### src/rtl/sha1_pkg.sv
// rtl/sha1_pkg.sv - shared types and constants for the SHA-1 multi-block sequencer
package sha1_pkg;

  localparam int BLOCK_W  = 512;
  localparam int DIGEST_W = 160;
  localparam int WORD_W   = 32;

  localparam logic [WORD_W-1:0] SHA1_IV [5] = '{
    32'h67452301, 32'hEFCDAB89, 32'h98BADCFE, 32'h10325476, 32'hC3D2E1F0
  };

  typedef enum logic [2:0] {
    S_IDLE,
    S_WAIT_BLK,
    S_LAUNCH,
    S_RUN,
    S_DONE
  } seq_state_t;

  // H0 lands in the most significant word, matching the core_state/digest layout.
  function automatic logic [DIGEST_W-1:0] sha1_iv_vec();
    return {SHA1_IV[0], SHA1_IV[1], SHA1_IV[2], SHA1_IV[3], SHA1_IV[4]};
  endfunction

endpackage

### src/rtl/sha1_chain_adder.sv
// rtl/sha1_chain_adder.sv - five parallel mod-2^32 adds folding a core result into H0..H4
module sha1_chain_adder
  import sha1_pkg::*;
(
  input  logic [DIGEST_W-1:0] h,
  input  logic [DIGEST_W-1:0] result,
  output logic [DIGEST_W-1:0] sum
);

  for (genvar i = 0; i < 5; i++) begin : g_word
    assign sum[i*WORD_W +: WORD_W] = h[i*WORD_W +: WORD_W] + result[i*WORD_W +: WORD_W];
  end

endmodule

### src/rtl/sha1_multiblock_sequencer.sv
// rtl/sha1_multiblock_sequencer.sv - feeds pre-padded blocks through one SHA-1 core and chains H
module sha1_multiblock_sequencer
  import sha1_pkg::*;
#(
  parameter  int MAX_BLOCKS   = 255,
  parameter  int CORE_TIMEOUT = 100,
  localparam int CNT_W        = $clog2(MAX_BLOCKS + 1)
) (
  input  logic                clk,
  input  logic                reset,
  input  logic                msg_start,
  input  logic                blk_valid,
  output logic                blk_ready,
  input  logic [BLOCK_W-1:0]  blk_data,
  input  logic                blk_last,
  output logic                core_start,
  output logic [BLOCK_W-1:0]  core_block,
  output logic [DIGEST_W-1:0] core_state,
  input  logic                core_done,
  input  logic [DIGEST_W-1:0] core_result,
  output logic                digest_valid,
  output logic [DIGEST_W-1:0] digest,
  input  logic                digest_ack,
  output logic                busy,
  output logic                error,
  output logic [CNT_W-1:0]    blk_count
);

  localparam int TMR_W = $clog2(CORE_TIMEOUT + 1);

  seq_state_t          state, state_next;
  logic [DIGEST_W-1:0] h_q;
  logic [DIGEST_W-1:0] h_sum;
  logic [TMR_W-1:0]    timer;
  logic                last_q;
  logic                start_msg, accept, overflow, timeout_hit;

  sha1_chain_adder u_chain_adder (
    .h      (h_q),
    .result (core_result),
    .sum    (h_sum)
  );

  assign core_state = h_q;

  always_ff @(posedge clk or posedge reset) begin
    if (reset) state <= S_IDLE;
    else       state <= state_next;
  end

  always_comb begin
    state_next  = state;
    start_msg   = 1'b0;
    accept      = 1'b0;
    overflow    = 1'b0;
    timeout_hit = 1'b0;
    case (state)
      S_IDLE: begin
        if (msg_start) begin
          start_msg  = 1'b1;
          state_next = S_WAIT_BLK;
        end
      end
      S_DONE: begin
        if (msg_start) begin
          start_msg  = 1'b1;
          state_next = S_WAIT_BLK;
        end else if (digest_ack) begin
          state_next = S_IDLE;
        end
      end
      S_WAIT_BLK: begin
        if (blk_valid && blk_ready) begin
          accept     = 1'b1;
          overflow   = !blk_last && (blk_count == CNT_W'(MAX_BLOCKS));
          state_next = overflow ? S_IDLE : S_LAUNCH;
        end
      end
      S_LAUNCH: state_next = S_RUN;
      S_RUN: begin
        // A done arriving on the final counted cycle still completes normally.
        if (core_done) begin
          state_next = last_q ? S_DONE : S_WAIT_BLK;
        end else if (timer == TMR_W'(CORE_TIMEOUT - 1)) begin
          timeout_hit = 1'b1;
          state_next  = S_IDLE;
        end
      end
      default: state_next = S_IDLE;
    endcase
  end

  always_ff @(posedge clk or posedge reset) begin
    if (reset) begin
      blk_ready    <= 1'b0;
      core_start   <= 1'b0;
      busy         <= 1'b0;
      error        <= 1'b0;
      digest_valid <= 1'b0;
      digest       <= '0;
      core_block   <= '0;
      blk_count    <= '0;
      h_q          <= sha1_iv_vec();
      timer        <= '0;
      last_q       <= 1'b0;
    end else begin
      blk_ready  <= (state_next == S_WAIT_BLK);
      core_start <= (state_next == S_LAUNCH);
      busy       <= (state_next inside {S_WAIT_BLK, S_LAUNCH, S_RUN});

      if (start_msg) begin
        h_q          <= sha1_iv_vec();
        blk_count    <= '0;
        error        <= 1'b0;
        digest_valid <= 1'b0;
      end else if (state == S_DONE && digest_ack) begin
        digest_valid <= 1'b0;
      end

      if (accept) begin
        // Count saturates so a final block arriving as block MAX_BLOCKS+1 is still taken.
        if (blk_count != CNT_W'(MAX_BLOCKS)) blk_count <= blk_count + 1'b1;
        timer <= '0;
        if (overflow) begin
          error <= 1'b1;
        end else begin
          core_block <= blk_data;
          last_q     <= blk_last;
        end
      end

      if (state == S_LAUNCH || state == S_RUN) timer <= timer + 1'b1;

      if (state == S_RUN && core_done) begin
        h_q <= h_sum;
        if (last_q) begin
          digest       <= h_sum;
          digest_valid <= 1'b1;
        end
      end

      if (timeout_hit) error <= 1'b1;
    end
  end

endmodule

### config.mk
export PLATFORM = sky130hd
export DESIGN_NAME = sha1_multiblock_sequencer
export DESIGN_NICKNAME = d
export VERILOG_FILES = /design/src/rtl/sha1_pkg.sv /design/src/rtl/sha1_chain_adder.sv /design/src/rtl/sha1_multiblock_sequencer.sv
export SDC_FILE = /design/constraint.sdc
export NUM_CORES = 2
export LEC_CHECK = 0
export ABC_AREA = 1
export CAP_MARGIN = 25
export CORE_AREA = 2 2 592 594
export CTS_CLUSTER_SIZE = 28
export DETAILED_ROUTE_END_ITERATION = 7
export DIE_AREA = 0 0 594 596
export PLACE_DENSITY_LB_ADDON = 0.25
export SLEW_MARGIN = 20
export SYNTH_ARGS = -nofsm -noshare
export SYNTH_HDL_FRONTEND = slang
export SYNTH_SLANG_ARGS = --single-unit
export TNS_END_PERCENT = 20
### constraint.sdc
create_clock -name clk -period 39 [get_ports clk]
set_clock_uncertainty 0.05 [all_clocks]
set_input_delay 7.8 -clock clk [delete_from_list [all_inputs] [get_ports clk]]
set_output_delay 7.8 -clock clk [all_outputs]
set_load 0.005 [all_outputs]
Yosys cells after proc, flatten, opt, wreduce, memory -nomap -nowiden
Cells that the tools add are included.
{"block": "totals", "regBits": 856, "in_bits": 679, "out_inout_bits": 845, "wordCells": 76}
{"block": "classes", "n_addsub": 7, "n_eq_ne": 10, "n_mux": 33, "bitwise": 1, "n_reduce_logical": 13}
{"cell": "160-bit two-way mux", "n": 2}
{"cell": "32-bit adder", "n": 5}
{"cell": "8-bit two-way mux", "n": 3}
{"cell": "3-bit two-way mux", "n": 7}
{"cell": "1-bit two-way mux", "n": 17}
{"cell": "3-bit one-hot mux with 5 select lines", "n": 1}
{"cell": "7-bit two-way mux", "n": 2}
{"cell": "3-bit by 2-bit equality test with 1-bit output (second input constant)", "n": 4}
{"cell": "8-bit by 1-bit adder with 8-bit output (second input constant)", "n": 1}
{"cell": "8-bit equality test (second input constant)", "n": 1}
{"cell": "8-bit != test (second input constant)", "n": 1}
{"cell": "7-bit by 1-bit adder with 7-bit output (second input constant)", "n": 1}
{"cell": "7-bit equality test (second input constant)", "n": 1}
{"cell": "3-bit by 1-bit equality test with 1-bit output (second input constant)", "n": 2}
{"cell": "1-bit logical AND", "n": 4}
{"cell": "2-bit AND reduction", "n": 2}
{"cell": "2-bit nonzero test", "n": 2}
{"cell": "3-bit equality test (second input constant)", "n": 1}
{"cell": "3-bit logical NOT", "n": 1}
{"cell": "3-bit nonzero test", "n": 1}
{"cell": "2-bit two-way mux", "n": 1}
{"cell": "2-bit OR reduction", "n": 1}
{"cell": "1-bit logical NOT", "n": 1}
{"cell": "1-bit logical OR", "n": 1}
{"cell": "1-bit inverter", "n": 1}

Depth between registers and ports, before layout
{"block": "depth", "word_depth": 7, "depth_mapped": 14, "depth_no_buf": 14}

Modules after synthesis
A second synthesis with hierarchy kept.
{"block": "hier_totals", "hier_cells": 5891, "area_unflattened_um2": 44271.2}
{"mod": "sha1_multiblock_sequencer", "n_inst": 1, "cells_each": 3433, "area_per_inst_um2": 32668.8, "seq_area_each_um2": 21520.6}
{"mod": "sha1_chain_adder", "n_inst": 1, "cells_each": 2458, "area_per_inst_um2": 11602.4, "seq_area_each_um2": 0.0}

Worst setup path before layout
OpenSTA, ideal clock, no wires.
{"block": "synth_timing", "path_kind": "input-to-reg", "start": "input port core_result[32]", "end": "register h_q[48], in the netlist core_state[48]", "setup_time_ns": 0.117, "arrival_time_ns": 9.269, "t_required_ns": 38.833, "path_slack_ns": 29.564, "stages": 11, "path_buffers": 0, "path_cell_list": "ha_1 > fa_1 > nand3_1 > nand2_1 > nand3_1 > nand3_1 > nand2_1 > nand2_1 > or2_2 > nand3_1 > nand2_1"}
{"block": "synth_via", "elab_chain_len": 2}
{"element": "start: declaration", "line_no": "sha1_multiblock_sequencer.sv:20", "source": "input logic [DIGEST_W-1:0] core_result,"}
{"element": "32-bit adder", "line_no": "sha1_chain_adder.sv:11", "source": "assign sum[i*WORD_W +: WORD_W] = h[i*WORD_W +: WORD_W] + result[i*WORD_W +: WORD_W];"}
{"element": "160-bit two-way mux", "line_no": "sha1_multiblock_sequencer.sv:134", "source": "if (state == S_RUN && core_done) begin"}
{"element": "end signal: assignment", "line_no": "sha1_multiblock_sequencer.sv:103", "source": "h_q <= sha1_iv_vec();"}
{"element": "end signal: assignment", "line_no": "sha1_multiblock_sequencer.sv:112", "source": "h_q <= sha1_iv_vec();"}
{"element": "end signal: assignment", "line_no": "sha1_multiblock_sequencer.sv:135", "source": "h_q <= h_sum;"}
{"element": "end: declaration", "line_no": "sha1_multiblock_sequencer.sv:32", "source": "logic [DIGEST_W-1:0] h_q;"}
Every way passes these cells.
A chain may end at the register's enable or synchronous reset.

Final worst setup path
{"block": "layout_timing", "start": "input port blk_valid", "end": "register core_block[370]"}
{"block": "layout_via", "elab_chain_len": 5, "elab_cells_between_ends": 7, "cone_classes": "mux (4); bitwise (1); reduce/logical (2)"}
{"element": "start: declaration", "line_no": "sha1_multiblock_sequencer.sv:12", "source": "input logic blk_valid,"}
{"element": "1-bit logical AND *", "line_no": "sha1_multiblock_sequencer.sv:73", "source": "if (blk_valid && blk_ready) begin"}
{"element": "1-bit two-way mux", "line_no": "sha1_multiblock_sequencer.sv:73"}
{"element": "1-bit two-way mux", "line_no": "sha1_multiblock_sequencer.sv:57", "source": "case (state)"}
{"element": "1-bit inverter (no line)"}
{"element": "2-bit AND reduction (no line) *"}
{"element": "end signal: assignment", "line_no": "sha1_multiblock_sequencer.sv:127", "source": "core_block <= blk_data;"}
{"element": "end: declaration", "line_no": "sha1_multiblock_sequencer.sv:17", "source": "output logic [BLOCK_W-1:0] core_block,"}
Every way passes the cells marked *; elsewhere a longest branch is shown, timed or not.

==> metrics.md <==
| Metric | Value |
|---|---|
| PostCTS Resize Cnt | `0` |
| Pwr Density | `81.8 nW/um^2` |
| CTS tree | `yes` |
| Core Util, Final | `between 15 and 20%` |
| Comb pwr share | `48.3%` |
| Crit path capture type | `flop` |
| Setup Viol. Count Final | `0` |
| Hold buffer count at CTS | `0` |
| CP Data Required Time | `between 30 and 40 ns` |
| LEAKAGE | `about 0.033 uW` |
| Unrepaired setup endpoints after global routing | `no` |
| Pre-antenna DRT Iters | `7` |
| Synthesized net count | `between 6k and 7k` |
| Tot GR Track Use | `around 18%` |
| Fin area | `between 60000 and 70000 um^2` |
| Largest net degree at the start of global routing | `between 100 and 150` |
| Layout cells sized above 1 | `between 5 and 6%` |
| Reg area | `21500 um^2` |
| Syn Area/Cell | `roughly 7.4 um^2` |
| Slew Viols, Final | `0` |
| CTS Buffer Depth | `4` |
| Num CTS Buffers | `approximately 120` |
| CP Data Arrival Time | `around 12 ns` |
| Clk pwr share | `between 20% and 30%` |
| Most area-consuming cells after synthesis | `dfrtp_1 44%, nand2_1 27%, inv_1 5.3%` |
| YS warnings | `0` |
| Met1 GRT Util | `23.1%` |
| Max H-tree Level | `3` |
| Crit path launch type | `input port` |
| Die width | `between 500 and 600 um` |
| Vias per inst | `around 3.7` |
| Die Y | `596 um` |
| HPWL after detailed placement | `around 270000 um` |
| Max IR drop VDD | `0.0413 mV` |
| Top fanout value on the critical path | `between 100 and 150` |
| WL per Instance | `~26 um` |
| Post-synth top flop | `dfrtp_1` |
| Sequential share of the synthesized area | `48.9%` |
| Met2 Track Usage GR | `between 20% and 30%` |
| Placer Congestion | `1.04` |
| Number of global-route vias before repair | `between 40k and 50k` |
| Most common cell in the synthesized netlist | `nand2_1` |
| Core Region | `about 350000 um^2` |
| Slew margin rel. | `a little under a third` |
| Placed Area | `64200 um^2` |
| Post-synth cell types | `between 40 and 50` |
| Flops & latches, synth | `856` |
| 1st-iter DRT viols | `approximately 3.3k` |
| Root Buffer | `clkbuf_16` |
| Power, Total | `between 5000 and 6000 uW` |
| Post-route DRC | `0` |
| WS Path Type | `input port to flop` |
| Post-synth ARST share | `100%` |
| Worst slew pin tran | `approximately 1 ns` |
| Fin crit share | `between 20 and 30%` |
| GR Util met3 | `6.51%` |
| Final Critical Period | `11.63 ns` |
| Reg power frac | `29.5%` |
| EDFF count, synth | `0` |
| Cell row count | `about 220` |
| Top post-synthesis cells by count | `3143 x nand2_1, 776 x dfrtp_1, 616 x inv_1, 249 x nand3_1, 239 x nor2_1` |
| Final wirelength | `around 320000 um` |
| Clock slew at reported path FFs | `about 0.06 ns` |
| P_sw | `~2400 uW` |
| Vias post-DR | `between 40k and 50k` |
| Synth-to-Final Area Change | `56.5%` |
| Final hold violations | `0` |
| Gr ovfl total | `0` |
| Layout Nets | `just over 8k` |
| Die area | `354000 um^2` |
| Worst skew pair latency | `about 0.86 ns` |
| Status | `finished clean` |
| Post-CTS Setup Inserts | `0` |
| Sw Ratio | `about 43%` |
| Post-DRT Antenna Nets | `0` |
| PortBufs | `approximately 1.5k` |
| Mapped Area | `44000 um^2` |
| Min-delay worst type | `flop to flop` |
| WHS | `around 0.42 ns` |
| Most Crowded Layer GR | `met2` |
| Pint | `~3200 uW` |
| Multi-input gate area | `between 15000 and 20000 um^2` |
| Initial Util | `around 13%` |
| IO Count | `1524` |
| Post-synth top area cell | `dfrtp_1` |
| MaxCap Viol Count | `0` |
| Highest clock rate | `86.0 MHz` |
| Final TNS setup | `0 ns` |
| Antenna violations before repair | `slightly below 200` |
| Synth top area share | `approximately 44%` |
| Global-route wire length before repair | `approximately 430000 um` |
| FILL cells | `~40k` |
| Cells after synthesis | `5955` |
| Clock Sinks | `between 800 and 900` |
## final timing paths
check                                             from                     endpoint  slack [ns]  cells past startpoint
setup / recovery                             blk_valid  core_block[370]$_DFFE_PP0P_       27.37                     13
hold / removal             core_block[342]$_DFFE_PP0P_  core_block[342]$_DFFE_PP0P_        0.42                      2
setup reg to reg                blk_count[0]$_DFF_PP0_  core_block[244]$_DFFE_PP0P_       34.12                     13
hold reg to reg            core_block[342]$_DFFE_PP0P_  core_block[342]$_DFFE_PP0P_        0.42                      2
max in group asynchronous                        reset   core_block[36]$_DFFE_PP0P_       27.94                      6
min in group asynchronous                        reset  core_block[261]$_DFFE_PP0P_        7.35                      2
## layout make-up
cell class / instances / share of cell area (%)
sequential: 856 / 31.3
multi-input combinational: 4295 / 27.6
timing repair buffer: 1566 / 22.7
tap: 4599 / 8.36
clock buffer: 171 / 5.19
inverter: 624 / 3.44
clock inverter: 52 / 1.14
antenna: 63 / 0.229
## metal layers
| metal | part of all wire, % | wire, um |
|---|---|---|
| met4 | 2.7 | 8590 |
| met1 | 45 | 145000 |
| met3 | 8.9 | 28600 |
| met2 | 43 | 140000 |
| met5 | 0.12 | 378 |
## stage by stage
stage,std cells,setup slack [ns]
final,12226,27.37
after detailed placement,11937,26.41
after CTS,12160,27.37
after global routing,12183,27.19
after floorplan,5955,7.23
after global placement,11937,26.54
## layout by cell type, fill, tap and decap left out, types with 3 or more instances in the layout
cell / synthesis / routed
clkinv_4: 0 / 3
inv_6: 0 / 8
nor2_1: 239 / 239
or2_2: 49 / 49
fa_1: 5 / 5
inv_2: 8 / 5
and2_1: 6 / 6
ha_1: 157 / 157
inv_1: 616 / 614
clkdlybuf4s50_1: 0 / 1523
xnor2_1: 43 / 43
buf_16: 0 / 3
xor2_1: 19 / 19
o22ai_1: 4 / 4
clkbuf_16: 0 / 124
clkbuf_8: 0 / 29
a21o_1: 6 / 6
diode_2: 0 / 63
clkbuf_1: 17 / 18
inv_8: 0 / 3
bufinv_16: 0 / 17
o21ai_1: 62 / 63
dfrtp_1: 776 / 776
buf_4: 20 / 38
nand3b_1: 10 / 10
a21oi_1: 119 / 119
o21bai_1: 14 / 14
clkinvlp_4: 0 / 5
nand2_1: 3143 / 3143
clkinv_2: 0 / 18
nand2_2: 5 / 3
nor3_1: 29 / 29
a31oi_1: 11 / 11
nand3_1: 249 / 249
o21ai_0: 95 / 94
nand4_1: 15 / 15
dfstp_2: 80 / 80
## sequential cells by signal, summed over array words and instances, names as in the netlist
| register | count |
|---|---|
| core_block | 512 |
| core_state | 160 |
| digest | 160 |
| blk_count | 8 |
| timer | 7 |
| state | 3 |
| blk_ready | 1 |
| busy | 1 |
| core_start | 1 |
| digest_valid | 1 |
| error | 1 |
| last_q | 1 |
## kinds of logic (layout without fill, tap and decap cells)
kind of cell / Yosys count / after routing / share of synthesized area, %
buf+inv: 804 / 2413 / 7.87
simple gates: 3753 / 3753 / 33.4
fa+ha+maj: 162 / 162 / 4.69
compound gates: 317 / 317 / 3.81
mux: 1 / 1 / 0.0228
flops: 856 / 856 / 48.9
xor+xnor: 62 / 62 / 1.23
other cells: 0 / 63 / 0
## power by group through the flow
stage | clock network [uW] | logic, uW | registers (uW)
2_1_floorplan | 0 | 1110 | 1570
3_3_place_gp | 0 | 2760 | 1670
3_5_place_dp | 0 | 2760 | 1660
4_1_cts | 1300 | 2770 | 1660
5_1_grt | 1320 | 2990 | 1700
6_report | 1250 | 2720 | 1660
## critical path, stage by stage
cell and delay [ns]:
clkdlybuf4s50_1 0.46, nand2_1 0.09, inv_1 0.08, nand2_2 0.09
inv_2 0.12, nand2_1 0.16, nand2_8 0.38, buf_4 0.63
buf_4 0.66, buf_12 0.47, buf_4 0.68, nand2_1 0.16
nand2_1 0.11
No activity file was read; power rests on OpenSTA's default activity.
